--- config.mk ---
export PLATFORM = sky130hd
export DESIGN_NAME = ultrasonic_echo_meter
export DESIGN_NICKNAME = d
export VERILOG_FILES = /design/src/rtl/ultrasonic_pkg.sv /design/src/rtl/ultrasonic_echo_meter_echo_sync.sv /design/src/rtl/ultrasonic_echo_meter.sv
export SDC_FILE = /design/constraint.sdc
export NUM_CORES = 1
export LEC_CHECK = 0
export ABC_CLOCK_PERIOD_IN_PS = 12430
export CAP_MARGIN = 20
export CORE_MARGIN = 5
export CORE_UTILIZATION = 69
export DETAILED_ROUTE_END_ITERATION = 8
export DONT_BUFFER_PORTS = 1
export GPL_ROUTABILITY_DRIVEN = 0
export GPL_TIMING_DRIVEN = 0
export PLACE_DENSITY = 0.85
export SLEW_MARGIN = 10
export SYNTH_ARGS = -nofsm -noshare
export SYNTH_HDL_FRONTEND = slang
export SYNTH_SLANG_ARGS = --single-unit
--- constraint.sdc ---
create_clock -name clk -period 12.43 [get_ports clk]
set_input_delay 1.243 -clock clk [delete_from_list [all_inputs] [get_ports clk]]
set_output_delay 1.243 -clock clk [all_outputs]
set_load 0.005 [all_outputs]
--- src/rtl/ultrasonic_pkg.sv ---
// Shared types and constants for the ultrasonic ranger and its consumers.
// Latency: n/a (declarations only).
// Backpressure: n/a.
package ultrasonic_pkg;

    // Width of the published echo count; the LCD display sizes its converter from this.
    localparam int ECHO_CNT_W = 32;

    // Timing defaults for a 50 MHz core clock.
    localparam int unsigned DEF_TRIG_CYCLES    = 500;        // 10 us trigger pulse
    localparam int unsigned DEF_PERIOD_CYCLES  = 3_000_000;  // 60 ms between triggers
    localparam int unsigned DEF_TIMEOUT_CYCLES = 1_500_000;  // 30 ms echo wait / width cap

    typedef enum logic [1:0] {
        ST_IDLE      = 2'd0,
        ST_TRIG      = 2'd1,
        ST_WAIT_RISE = 2'd2,
        ST_MEASURE   = 2'd3
    } meter_state_e;

endpackage

--- src/rtl/ultrasonic_echo_meter_echo_sync.sv ---
// Two-flop synchronizer for the raw echo pin with rise/fall pulses against a third copy.
// Latency: echo_s lags the pin by 2 edges; rise/fall are valid in the same cycle as echo_s.
// Backpressure: none; free-running.
module echo_sync (
    input  logic clk,
    input  logic reset,
    input  logic echo,
    output logic echo_s,
    output logic rise,
    output logic fall
);

    logic meta;
    logic echo_d;

    // Synchronizer chain plus one delayed copy for edge detection.
    always_ff @(posedge clk or posedge reset) begin
        if (reset) begin
            meta   <= 1'b0;
            echo_s <= 1'b0;
            echo_d <= 1'b0;
        end else begin
            meta   <= echo;
            echo_s <= meta;
            echo_d <= echo_s;
        end
    end

    assign rise = echo_s & ~echo_d;
    assign fall = ~echo_s & echo_d;

endmodule

--- src/rtl/ultrasonic_echo_meter.sv ---
// Periodic trigger generator and echo-width timer for an HC-SR04-style ranger.
// Latency: echo_cnt/valid update 3 edges after the pin is first sampled low.
// Backpressure: none; valid is a single-cycle strobe, echo_cnt holds until the next one.
module ultrasonic_echo_meter
    import ultrasonic_pkg::*;
#(
    parameter int unsigned TRIG_CYCLES    = DEF_TRIG_CYCLES,
    parameter int unsigned PERIOD_CYCLES  = DEF_PERIOD_CYCLES,
    parameter int unsigned TIMEOUT_CYCLES = DEF_TIMEOUT_CYCLES
) (
    input  logic                  clk,
    input  logic                  reset,
    input  logic                  echo,
    output logic                  trig,
    output logic [ECHO_CNT_W-1:0] echo_cnt,
    output logic                  valid,
    output logic                  err
);

    localparam logic [ECHO_CNT_W-1:0] ONE          = 1;
    localparam logic [ECHO_CNT_W-1:0] PERIOD_LAST  = PERIOD_CYCLES - 1;
    localparam logic [ECHO_CNT_W-1:0] TRIG_LAST    = TRIG_CYCLES - 1;
    localparam logic [ECHO_CNT_W-1:0] TIMEOUT_LAST = TIMEOUT_CYCLES - 1;
    localparam logic [ECHO_CNT_W-1:0] TIMEOUT_MAX  = TIMEOUT_CYCLES;

    meter_state_e          state;
    logic [ECHO_CNT_W-1:0] period_cnt;
    logic [ECHO_CNT_W-1:0] tmr;
    logic [ECHO_CNT_W-1:0] width;
    logic                  period_done;
    logic                  start_trig;
    logic                  echo_s;
    logic                  echo_rise;
    logic                  echo_fall;

    echo_sync u_echo_sync (
        .clk    (clk),
        .reset  (reset),
        .echo   (echo),
        .echo_s (echo_s),
        .rise   (echo_rise),
        .fall   (echo_fall)
    );

    // The period counter parks at its last value, so an expiry seen outside IDLE
    // is remembered and fires as soon as the FSM returns to IDLE.
    assign period_done = (period_cnt == PERIOD_LAST);
    assign start_trig  = (state == ST_IDLE) && period_done;

    // Period counter: restarts on every trigger, saturates at expiry.
    always_ff @(posedge clk or posedge reset) begin
        if (reset) begin
            period_cnt <= PERIOD_LAST;
        end else if (start_trig) begin
            period_cnt <= '0;
        end else if (!period_done) begin
            period_cnt <= period_cnt + ONE;
        end
    end

    // Measurement FSM: trigger, wait for echo rise, time the echo, publish or time out.
    always_ff @(posedge clk or posedge reset) begin
        if (reset) begin
            state    <= ST_IDLE;
            tmr      <= '0;
            width    <= '0;
            echo_cnt <= '0;
            valid    <= 1'b0;
            err      <= 1'b0;
        end else begin
            valid <= 1'b0;
            case (state)
                ST_IDLE: begin
                    if (start_trig) begin
                        state <= ST_TRIG;
                        tmr   <= '0;
                    end
                end
                ST_TRIG: begin
                    if (tmr == TRIG_LAST) begin
                        state <= ST_WAIT_RISE;
                        tmr   <= '0;
                    end else begin
                        tmr <= tmr + ONE;
                    end
                end
                ST_WAIT_RISE: begin
                    // A level already high on entry produces no rise pulse, so it is ignored.
                    if (echo_rise) begin
                        width <= ONE;
                        state <= ST_MEASURE;
                    end else if (tmr == TIMEOUT_LAST) begin
                        err   <= 1'b1;
                        state <= ST_IDLE;
                    end else begin
                        tmr <= tmr + ONE;
                    end
                end
                ST_MEASURE: begin
                    if (echo_fall) begin
                        echo_cnt <= width;
                        valid    <= 1'b1;
                        err      <= 1'b0;
                        state    <= ST_IDLE;
                    end else if (width == TIMEOUT_MAX) begin
                        err   <= 1'b1;
                        state <= ST_IDLE;
                    end else if (echo_s) begin
                        width <= width + ONE;
                    end
                end
                default: state <= ST_IDLE;
            endcase
        end
    end

    // Trigger pin is a registered copy of the TRIG state, high for TRIG_CYCLES cycles.
    always_ff @(posedge clk or posedge reset) begin
        if (reset) begin
            trig <= 1'b0;
        end else begin
            trig <= (state == ST_TRIG);
        end
    end

endmodule

======== After elaboration in Yosys (flattened, before gate mapping) ========
Cells that the tools add are included.
word-level totals
  memory bits (writable) .................. 0
  memory bits (read-only) ................. 0
  memories kept ........................... 0
  input port bits ......................... 3
  latch bits .............................. 0
  logic and storage cells ................. 72
  output and inout port bits .............. 35
  flip-flop bits (word level) ............. 136
operators by class
  bitwise logic cells ..................... 4
  add/sub/neg operators ................... 3
  $mul .................................... 0
  div/mod/pow operators ................... 0
  eq/ne operators ......................... 19
  multiplexer cells ....................... 26
  reduce and logical (&&, ||, !) cells .... 9
  order comparisons ....................... 0
  shift operators ......................... 0
operators by type and width
  kind                   number
  $mux 32                10
  $add 32x1->32 const B  3
  $pmux 32 s3            1
  $eq 32x21->1 const B   2
  $pmux 32 s2            1
  $eq 32x22->1 const B   1
  $eq 32x9->1 const B    1
  $ne 2x2->1 const B     8
  $mux 2                 6
  $reduce_and 4->1       3
  $pmux 2 s4             1
  $mux 1                 6
  $ne 3x3->1 const B     2
  $reduce_and 5->1       1
  $eq 2x2->1 const B     2
  $ne 2x1->1 const B     2
  $reduce_bool 3->1      1
  $and 1x1->1            2
  $eq 2x1->1 const B     1
  $logic_not 2->1        1
  $not 1->1              2
  $pmux 1 s2             1
  $reduce_and 2->1       1
  $reduce_bool 2->1      1
  $logic_and 1x1->1      1

======== Depth between registers and ports, before layout ========
Gate-level depths: netlist of the first run.
  depth in word-level cells ............... 5
  gate-level depth with buffers ........... 10
  mapped depth without buffers ............ 8

======== Modules after synthesis ========
A second synthesis of the first run with hierarchy kept.
unflattened totals
  cells, all modules ...................... 704
  area total of the unflattened synthesis .. 7,033.0 µm²
modules (own cells, without submodules)
  module                 cells an instance  area an instance (µm²)  seq. area each (µm²)  times used
  ultrasonic_echo_meter  698                6,939.2                 3,347.0               1
  echo_sync              6                  93.8                    75.1                  1

======== Worst setup path before layout of the first run ========
No wires, ideal clock.
  path kind ............................... register to register
  from .................................... register period_cnt[21]
  to ...................................... register tmr[13]
  required time ........................... 12.361 ns
  path buffers ............................ 1
  clock period less this slack ............ 2.371 ns
  library setup time ...................... 0.069 ns
  path slack .............................. 10.059 ns
  data arrival time ....................... 2.302 ns
  stages on the path, launching flop included .. 8
  cells stage by stage .................... dfstp_2 or4b_1 nor3_1 a31oi_2 a211o_1 buf_6 or4_1 nand3_1
between the ends
  cells in the longest elaborated chain, start to end .. 4
ends and longest elaborated chain
  item                        RTL line                     source
  from (decl)                 ultrasonic_echo_meter.sv:27  logic [ECHO_CNT_W-1:0] period_cnt;
  from (signal assigned)      ultrasonic_echo_meter.sv:57  period_cnt <= period_cnt + ONE;
  $eq 32x22->1                ultrasonic_echo_meter.sv:47  assign period_done = (period_cnt == PERIOD_LAST);
  $logic_and 1x1->1           ultrasonic_echo_meter.sv:48  assign start_trig = (state == ST_IDLE) && period_done;
  $ne 2x2->1 (no line)        -
  $reduce_and 4->1 (no line)  -
  to (signal assigned)        ultrasonic_echo_meter.sv:84  tmr <= tmr + ONE;
  to (signal assigned)        ultrasonic_echo_meter.sv:96  tmr <= tmr + ONE;
  to (decl)                   ultrasonic_echo_meter.sv:28  logic [ECHO_CNT_W-1:0] tmr;
Every way passes these cells.
A chain may end at the register's enable or synchronous reset.

======== Worst setup path in the final report of the first run ========
  from .................................... register width[2]
  to ...................................... register width[27]
between the ends
  cells in the longest elaborated chain, start to end .. 5
  elaborated cells between the ends (all ways) .. 8
  classes of those cells .................. 1 x add/sub; 2 x eq/ne; 4 x mux; 1 x reduce/logical
ends and longest elaborated chain
  item                    RTL line                      source
  from (decl)             ultrasonic_echo_meter.sv:29   logic [ECHO_CNT_W-1:0] width;
  from (signal assigned)  ultrasonic_echo_meter.sv:109  width <= width + ONE;
  $add 32x1->32           ultrasonic_echo_meter.sv:109
  $mux 32                 ultrasonic_echo_meter.sv:108  end else if (echo_s) begin
  $mux 32                 ultrasonic_echo_meter.sv:105  end else if (width == TIMEOUT_MAX) begin
  $mux 32                 ultrasonic_echo_meter.sv:100  if (echo_fall) begin
  $pmux 32 s2             ultrasonic_echo_meter.sv:72   case (state)
Parallel ways exist; a longest one is shown, timed or not. The select of a mux whose other input is x is not followed.

==> results of run 1 <==
-- power by group through the flow --
stage | clock (mW) | combinational [mW] | sequential, mW
5_1_grt | 0.577 | 0.0116 | 0.444
3_3_place_gp | 0 | 0.00857 | 0.452
6_report | 0.556 | 0.00957 | 0.444
2_1_floorplan | 0 | 0.00654 | 0.452
3_5_place_dp | 0 | 0.0101 | 0.452
4_1_cts | 0.559 | 0.0102 | 0.444
-- critical path, stage by stage, from the launching register on --
cell                       delay [ns]
sky130_fd_sc_hd__dfrtp_1         0.36
sky130_fd_sc_hd__clkbuf_1        0.22
sky130_fd_sc_hd__nor4_1          0.60
sky130_fd_sc_hd__nand4_1         0.32
sky130_fd_sc_hd__o211a_1         0.32
sky130_fd_sc_hd__clkbuf_1        0.25
sky130_fd_sc_hd__o211ai_1        0.46
sky130_fd_sc_hd__clkbuf_1        0.35
sky130_fd_sc_hd__o21ai_0         0.15
sky130_fd_sc_hd__a21oi_1         0.15
-- worst paths after layout --
kind                                   from            endpoint  slack [ns]  cells past startpoint
max in group asynchronous             reset      period_cnt[10]       10.96                      2
min reg2reg                u_echo_sync.meta  u_echo_sync.echo_s        0.40                      0
min                        u_echo_sync.meta  u_echo_sync.echo_s        0.40                      0
max                                width[2]           width[27]        9.16                      9
min in group asynchronous             reset        echo_cnt[16]        0.72                      1
max reg2reg                        width[2]           width[27]        9.16                      9
-- cell type report --
class,instances,area (um^2)
well taps,133,166
clock inverters,11,193
flip-flops and latches,136,3420
plain buffers,24,101
clock buffers,21,469
fillers,589,2060
repair buffers,1,27.5
inverters,19,76.3
multi-input cells,490,3120
-- flip-flops by register name (all words and copies together) (netlist names) --
name	flops
echo_cnt	32
err	1
period_cnt	32
state	2
tmr	32
trig	1
u_echo_sync.echo_d	1
u_echo_sync.echo_s	1
u_echo_sync.meta	1
valid	1
width	32
-- routing by layer --
metal | wire length (um) | part of all wire | vias up
met5 | 0 | 0 | -
met4 | 650 | 0.039 | 0
met3 | 1100 | 0.065 | 68
met2 | 8450 | 0.50 | 266
met1 | 6560 | 0.39 | 2765
li1 | - | - | 2490
-- logic make-up after synthesis --
family,after synthesis,synth area share
AND/OR/NAND/NOR,287,0.229
flip-flops,136,0.509
AO/OA/AOI/OAI,134,0.131
buffers and inverters,43,0.0257
XOR/XNOR,32,0.0417
multiplexers,29,0.0484
adder cells (fa/ha/maj),8,0.0149
-- placed cells by master, fill, tap and decap left out, types with 4 or more instances in the layout --
master / count
sky130_fd_sc_hd__dfstp_2: 15
sky130_fd_sc_hd__inv_1: 18
sky130_fd_sc_hd__clkbuf_1: 19
sky130_fd_sc_hd__and4_1: 10
sky130_fd_sc_hd__dfrtp_1: 121
sky130_fd_sc_hd__and2_1: 9
sky130_fd_sc_hd__nand2_1: 66
sky130_fd_sc_hd__bufinv_16: 5
sky130_fd_sc_hd__clkbuf_16: 16
sky130_fd_sc_hd__nor4_1: 12
sky130_fd_sc_hd__nand4_1: 23
sky130_fd_sc_hd__nor2b_1: 8
sky130_fd_sc_hd__mux2_2: 28
sky130_fd_sc_hd__a2bb2oi_1: 7
sky130_fd_sc_hd__xor2_1: 20
sky130_fd_sc_hd__clkbuf_8: 5
sky130_fd_sc_hd__a22o_1: 16
sky130_fd_sc_hd__o211ai_1: 6
sky130_fd_sc_hd__nand3_1: 38
sky130_fd_sc_hd__o21ai_0: 51
sky130_fd_sc_hd__o2bb2ai_1: 4
sky130_fd_sc_hd__o31ai_1: 9
sky130_fd_sc_hd__and3_1: 17
sky130_fd_sc_hd__nor3_1: 14
sky130_fd_sc_hd__xnor2_1: 12
sky130_fd_sc_hd__a21oi_1: 22
sky130_fd_sc_hd__nor2_1: 44
sky130_fd_sc_hd__or3_1: 16
sky130_fd_sc_hd__nor4b_1: 4
sky130_fd_sc_hd__ha_1: 8
sky130_fd_sc_hd__or4_1: 11
==> results.md, run 1 <==
Outcome:
- The run finished with clean final reports.

Die:
- The core region is between 0.009 and 0.01 mm^2.
- The number of I/O pins is 38.
- In this run the vertical extent of the chip is between 100 and 150 um.
- Measured along the x axis, the die boundary spans about 110 um.
- After floorplanning, the core was divided into 36 placement rows.
- The die covers roughly 0.012 mm^2.
- The effective utilization at floorplan is 0.697.

Global route:
- For this run, the total global-route usage over all layers was measured as 0.303.
- The met3 usage is 0.0628.
- For this run the aggregate overflow at the end of global routing stands at 0.
- The number of antenna violations at the first check in global routing is 0.
- In the global route stage, met2 resource usage came out at 0.510.
- The maximum number of pins on one net before global-route repair is roughly 90.
- The met1 layer usage reported by global route is 0.368.
- The via count of the first global-routing pass is between 5000 and 6000.
- The first global-routing pass estimated ~28000 um of wire.
- The global-route layer with the greatest usage is met2.

Place:
- The placed instances occupy a cell area of 0.00692 mm^2.
- Once placement completed, the tool counted placed cells totaling about 800.
- Before CTS, the worst setup slack after placement is roughly 9.6 ns.
- The number of input and output port buffers inserted is 0.
- Once detailed placement completed, the half-perimeter wirelength came to between 10000 and 15000 um.

STA:
- The hold violation total from the final report is 0.
- The number of max-slew violations in the final report is 0.
- The worst setup skew after layout is 0.00716 ns.
- The portion of the clock cycle consumed by the worst path in the final layout is 0.263.
- The relative max-transition margin is 0.414.
- In the post-route analysis, the smallest setup slack over all paths is between 9 and 10 ns.
- For the pin with the worst max-slew slack, the measured transition is just under 0.9 ns.
- Counting I/O delays and the setup requirement, the final critical path takes between 3 and 4 ns.
- Hold timing on the final database bottoms out at a slack of 0.398 ns.
- The number of setup violations in the final report is 0.
- For the final routed database, the setup TNS stands at 0 ns.
- Setup repair after global routing left no endpoint under its margin.
- Derived from the worst setup path, the maximum achievable clock frequency is 306 MHz.

Power and ir drop:
- Of the total power, the clock network draws 0.551.
- The internal portion of the total power is about 0.81 mW.
- The relative contribution of sequential cells to total power is 0.440.
- Of the total power, the share spent switching nets is 0.196.
- Summed over all cells, the static leakage comes to 3.32 nW.
- The combinational group share of total power is 0.009.
- The power spent charging and discharging nets is around 0.2 mW.
- Overall power consumption after layout is estimated at 1.01 mW.
- The maximum vdd drop is just under 80 uV.
- The total power divided by cell area is about 130 mW/mm^2.

Yosys:
- The combined area of all synthesized cells is 0.00672 mm^2.
- The number of unique standard cell types used by synthesis is 55.
- The commonest cells after synthesis are 121 x sky130_fd_sc_hd__dfrtp_1, 66 x sky130_fd_sc_hd__nand2_1, 51 x sky130_fd_sc_hd__o21ai_0.
- The number of nets in the synthesized netlist is approximately 700.
- By area the synthesized netlist is led by sky130_fd_sc_hd__dfrtp_1 45%, sky130_fd_sc_hd__dfstp_2 5.9%, sky130_fd_sc_hd__mux2_2 4.7%.
- Of the synthesized area, sequential elements account for 0.509.
- The most common flop cell mapped by yosys is sky130_fd_sc_hd__dfrtp_1.
- The synthesis-stage register bit count is approximately 140.
- The number of flops mapped to enable cells by yosys is 0.
- By instance count, the leading cell after synthesis is sky130_fd_sc_hd__dfrtp_1.
- A synthesized cell averages between 10 and 15 um^2.
- For this run, asynchronously set or reset flops after synthesis account for 1.00.
- The cell count after synthesis is between 600 and 700.
- The number of warnings reported in the yosys synthesis log is 0.
- The top-area cell type share of the netlist area is 0.451.
- The biggest area contributor in the post-synthesis netlist is sky130_fd_sc_hd__dfrtp_1.

CTS:
- The clock transition time at the flip-flop clock pins of the worst setup and hold paths is around 0.060 ns.
- The clock latency on the worst-skew pair is 0.53 ns.
- The count of buffers added by post-CTS timing repair for setup is 0.
- The clock tree synthesis step divided the H-tree into 4 levels.
- Buffers inserted to repair hold after CTS numbered 0.
- The cell at the root of the clock tree is sky130_fd_sc_hd__clkbuf_8.
- The TritonCTS clock tree is done.
- The clock passes through at most 2 buffers.
- The post-cts repair resize count is 0.
- The number of buffers inserted during clock tree synthesis is 17.
- The clock drives 136 sinks.

Drt:
- The average wire per standard cell is roughly 20 um.
- The first-pass iteration count of the detailed router is 5.
- After detailed routing, the number of vias per cell comes to between 6 and 7.
- The number of nets with antenna violations after detailed routing is 0.
- For this run, design rule violations remaining after detail routing come to 0.
- The aggregate routed wire length is 16800 um.
- Summing over every cut layer, the via total after detailed routing is between 5000 and 6000.
- For this block, the initial DRC count from the detailed router was about 560.

Critical path:
- STA classifies the critical path endpoint as a flip-flop.
- Along the worst path, the maximum fanout reaches 10.
- For the worst setup path, the data arrival time is about 3.7 ns.
- The worst path required time is between 10 and 15 ns.
- The worst setup path is of the flip-flop to flip-flop kind.
- The type of element launching the critical path is a flip-flop.

Finish:
- The final net count is 700.
- The finished layout holds between 800 and 900 standard cells, fillers aside.
- The post-route core utilization is 0.786.
- The total inserted antenna cells is 0.
- With fillers left out, the area of the finished cells amounts to about 0.0076 mm^2.
- The layout overhead on the synthesized area is 12.8%.
- The ratio of cells with drive above 1 in the final layout is 0.128.

Job:
- The number of max-cap violations is 0.

Hold path:
- The path class of the tightest hold or removal check is flip-flop to flip-flop.
Power figures use the tool's default switching activity.
==> run 2: changes to the inputs <==
--- a/config.mk
+++ b/config.mk
@@ -5,15 +5,15 @@
 export SDC_FILE = /design/constraint.sdc
 export NUM_CORES = 1
 export LEC_CHECK = 0
-export ABC_CLOCK_PERIOD_IN_PS = 12430
+export ABC_CLOCK_PERIOD_IN_PS = 2650
 export CAP_MARGIN = 20
 export CORE_MARGIN = 5
-export CORE_UTILIZATION = 69
+export CORE_UTILIZATION = 57
 export DETAILED_ROUTE_END_ITERATION = 8
 export DONT_BUFFER_PORTS = 1
 export GPL_ROUTABILITY_DRIVEN = 0
 export GPL_TIMING_DRIVEN = 0
-export PLACE_DENSITY = 0.85
+export PLACE_DENSITY = 0.75
 export SLEW_MARGIN = 10
 export SYNTH_ARGS = -nofsm -noshare
 export SYNTH_HDL_FRONTEND = slang
==> constraint.sdc (replaced) <==
create_clock -name clk -period 2.65 [get_ports clk]
set_input_delay 0.265 -clock clk [delete_from_list [all_inputs] [get_ports clk]]
set_output_delay 0.265 -clock clk [all_outputs]
set_load 0.005 [all_outputs]
==> results.md, run 2 (synthesized netlist as in run 1, its figures left out) <==
Outcome:
- The flow ran to the end, and the final reports show no timing, DRC or antenna violations.

CTS:
- The clock latency on the worst-skew pair is 0.43 ns (-0.10 ns).
- The clock transition time at the flip-flop clock pins of the worst setup and hold paths is 0.06 ns (about the same).
- The level count of the clock H-tree is 4 (unchanged).
- The TritonCTS clock tree is done.
- The cell at the root of the clock tree is sky130_fd_sc_hd__clkbuf_16.
- The worst-case clock buffer depth is 2 (unchanged).
- The number of buffers inserted during clock tree synthesis is 17 (unchanged).
- The total clock sinks is 136 (unchanged).

Global route:
- The total routing resource utilization after global routing was 0.226 (-0.0778).
- The global-route wire length before repair is 26100 um (-6.5%).
- The maximum number of pins on one net before global-route repair came to 39 (-56%).
- The total congestion overflow was 0 (unchanged).
- The via count of the first global-routing pass came to 5247 (-8.3%).
- The number of antenna violations at the first check in global routing is 0 (unchanged).

Die:
- The row count is 39 (+8.3%).
- The number of I/O pins is 38 (unchanged).
- The overall die area was 0.0141 mm^2 (+19%).
- The core region area is 0.0115 mm^2 (+19%).
- The width of the die came to 119 um (+9.1%).
- The vertical die dimension is 119 um (+9.1%).
- The effective utilization at floorplan is 0.586 (-0.111).

Finish:
- From synthesis to final layout, the design area changed by 15.8%.
- The number of standard cells in the final layout excluding fillers is 858 (+2.8%).
- The post-route core utilization is 0.678 (-0.108).
- Leaving out fill and tap cells, the most frequent cells in the layout are 121 x sky130_fd_sc_hd__dfrtp_1, 66 x sky130_fd_sc_hd__nand2_1, 51 x sky130_fd_sc_hd__o21ai_0.
- The ratio of cells with drive above 1 in the final layout was 0.168 (+0.0396).
- The total inserted antenna cells is 0 (unchanged).
- The commonest non-fill, non-tap cell in the layout is sky130_fd_sc_hd__dfrtp_1.
- The final net count is 713 (+1.9%).

Critical path:
- The data arrival time of the worst path is 2.95 ns (-0.77 ns).
- The worst setup path is launched from a flip-flop.
- The endpoint kind of the worst setup timing path is a flip-flop.
- The worst path required time came to 3.02 ns (-9.85 ns).
- The critical path is of the flip-flop to flip-flop type.
- The worst reg-to-reg path cell count came to 7 (-2).
- The largest fanout on the critical path is 10 (unchanged).

Drt:
- The total DRC errors in the routed layout is 0 (unchanged).
- The via count was 5370 (-3.9%).
- The average wire per standard cell is 17.9 um (-11%).
- The number of nets with antenna violations after detailed routing came to 0 (unchanged).
- The first-pass iteration count of the detailed router is 5 (unchanged).
- The aggregate routed wire length is 15400 um (-8.3%).
- The detail-routed via count per cell came to 6.26 (-6.5%).
- The first-iteration detailed-routing DRC count is 530 (-4.8%).

Power and ir drop:
- The total power divided by cell area is 595 mW/mm^2 (+350%).
- The post-layout total power came to 4.63 mW (+360%).
- The maximum vdd drop was 595 uV (+670%).
- The static leakage is 3.39 nW (+1.9%).

STA:
- The portion of the clock cycle consumed by the worst path in the final layout is 0.973 (+0.710).
- The setup TNS after final layout is 0 ns (unchanged).
- The hold violation total from the final report came to 0 (unchanged).
- The maximum clock rate is 388 MHz (+27%).
- The worst setup skew after layout is 0.0116 ns (+0.00440 ns).
- The relative max-transition margin is 0.500 (+0.0862).
- The worst hold margin is 0.399 ns (+0.000966 ns).
- The transition time at the pin with the least slew margin is 0.748 ns (-0.129 ns).
- The post-layout minimum cycle time is 2.58 ns (-0.693 ns).
- The number of setup violations in the final report was 0 (unchanged).
- The number of max-slew violations in the final report is 0 (unchanged).

Place:
- The number of input and output port buffers inserted is 0 (unchanged).
- The number of cells after detailed placement was 815 (+1.5%).
- The HPWL reported at the end of detailed placement is 10600 um (-0.35%).

Hold path:
- The min-delay analysis places its worst path in the category flip-flop to flip-flop.
- The worst hold path depth is 0 (unchanged).

Job:
- The number of max-cap violations is 0 (unchanged).
-- run 2: cell count changes in the layout (fill, tap and decap cells not counted), moves of 3 or more --
cell / change
sky130_fd_sc_hd__buf_12: +3
sky130_fd_sc_hd__buf_4: +11
sky130_fd_sc_hd__clkbuf_1: -7
sky130_fd_sc_hd__clkbuf_2: +4
sky130_fd_sc_hd__clkbuf_8: -5
sky130_fd_sc_hd__clkinvlp_4: +4
-- run 2: timing repair --
item                                    4_1_cts  5_1_grt
buffers inserted                              2        7
hold endpoints to repair                     32        0
hold buffers                                  2        0
endpoints found under the setup margin       34       56
resized for setup                             9       24
pin swaps                                     3        4
cloned                                        0        1
-- run 2: path summary, 6_finish.rpt --
path	slack (ns)	to	from
hold reg to reg	0.40	u_echo_sync.echo_s	u_echo_sync.meta
setup / recovery	0.07	tmr[13]	period_cnt[11]
max in group asynchronous	1.02	period_cnt[21]	reset
setup reg to reg	0.07	tmr[13]	period_cnt[11]
min in group asynchronous	0.44	echo_cnt[22]	reset
hold / removal	0.40	u_echo_sync.echo_s	u_echo_sync.meta
-- run 2: critical path: stages (launching register included) --
cell,delay [ns]
sky130_fd_sc_hd__dfrtp_1,0.41
sky130_fd_sc_hd__or4_4,0.55
sky130_fd_sc_hd__nor4_4,0.37
sky130_fd_sc_hd__a31oi_4,0.18
sky130_fd_sc_hd__a211o_1,0.27
sky130_fd_sc_hd__buf_6,0.15
sky130_fd_sc_hd__or4_1,0.50
sky130_fd_sc_hd__nand3_1,0.09
-- run 2: stage by stage --
step / area [um^2] / worst slack, ns
floorplan: 6720 / 0.279
global placement: 6900 / -0.182
detailed placement: 6960 / -0.246
CTS: 7650 / 0.0198
global route: 7780 / -0.0191
finish: 7780 / 0.0708
-- run 2: report_power, final --
part	leakage, nW	total (mW)	switching, mW	internal (mW)
Sequential	1.84	2.08	0.00222	2.08
Clock	0.292	2.49	0.918	1.57
Combinational	1.26	0.0537	0.0420	0.0116
-- run 2: layout make-up --
class / instances / area [um^2]
Timing Repair Buffer: 15 / 159
Multi-Input combinational cell: 490 / 3200
Inverter: 19 / 75.1
Tap cell: 143 / 179
Fill cell: 826 / 3690
Clock buffer: 17 / 425
Sequential cell: 136 / 3420
Clock inverter: 15 / 199
Buffer: 23 / 119
-- run 2: layer usage --
| layer | routed length [um] | vias up | track usage | part of all wire |
|---|---|---|---|---|
| li1 | - | 2508 | - | - |
| met1 | 6440 | 2660 | 0.286 | 0.42 |
| met2 | 7840 | 167 | 0.372 | 0.51 |
| met3 | 711 | 35 | 0.0559 | 0.046 |
| met4 | 367 | 0 | 0.0914 | 0.024 |
| met5 | 0 | - | 0 | 0 |
==> run 3: changes to the inputs <==
--- a/config.mk
+++ b/config.mk
@@ -5,6 +5,7 @@
 export SDC_FILE = /design/constraint.sdc
 export NUM_CORES = 1
 export LEC_CHECK = 0
+export ABC_AREA = 0
 export ABC_CLOCK_PERIOD_IN_PS = 2650
 export CAP_MARGIN = 20
 export CORE_MARGIN = 5
==> results of run 3 <==
Final layout, timing and power as in run 2 (identical DEF).
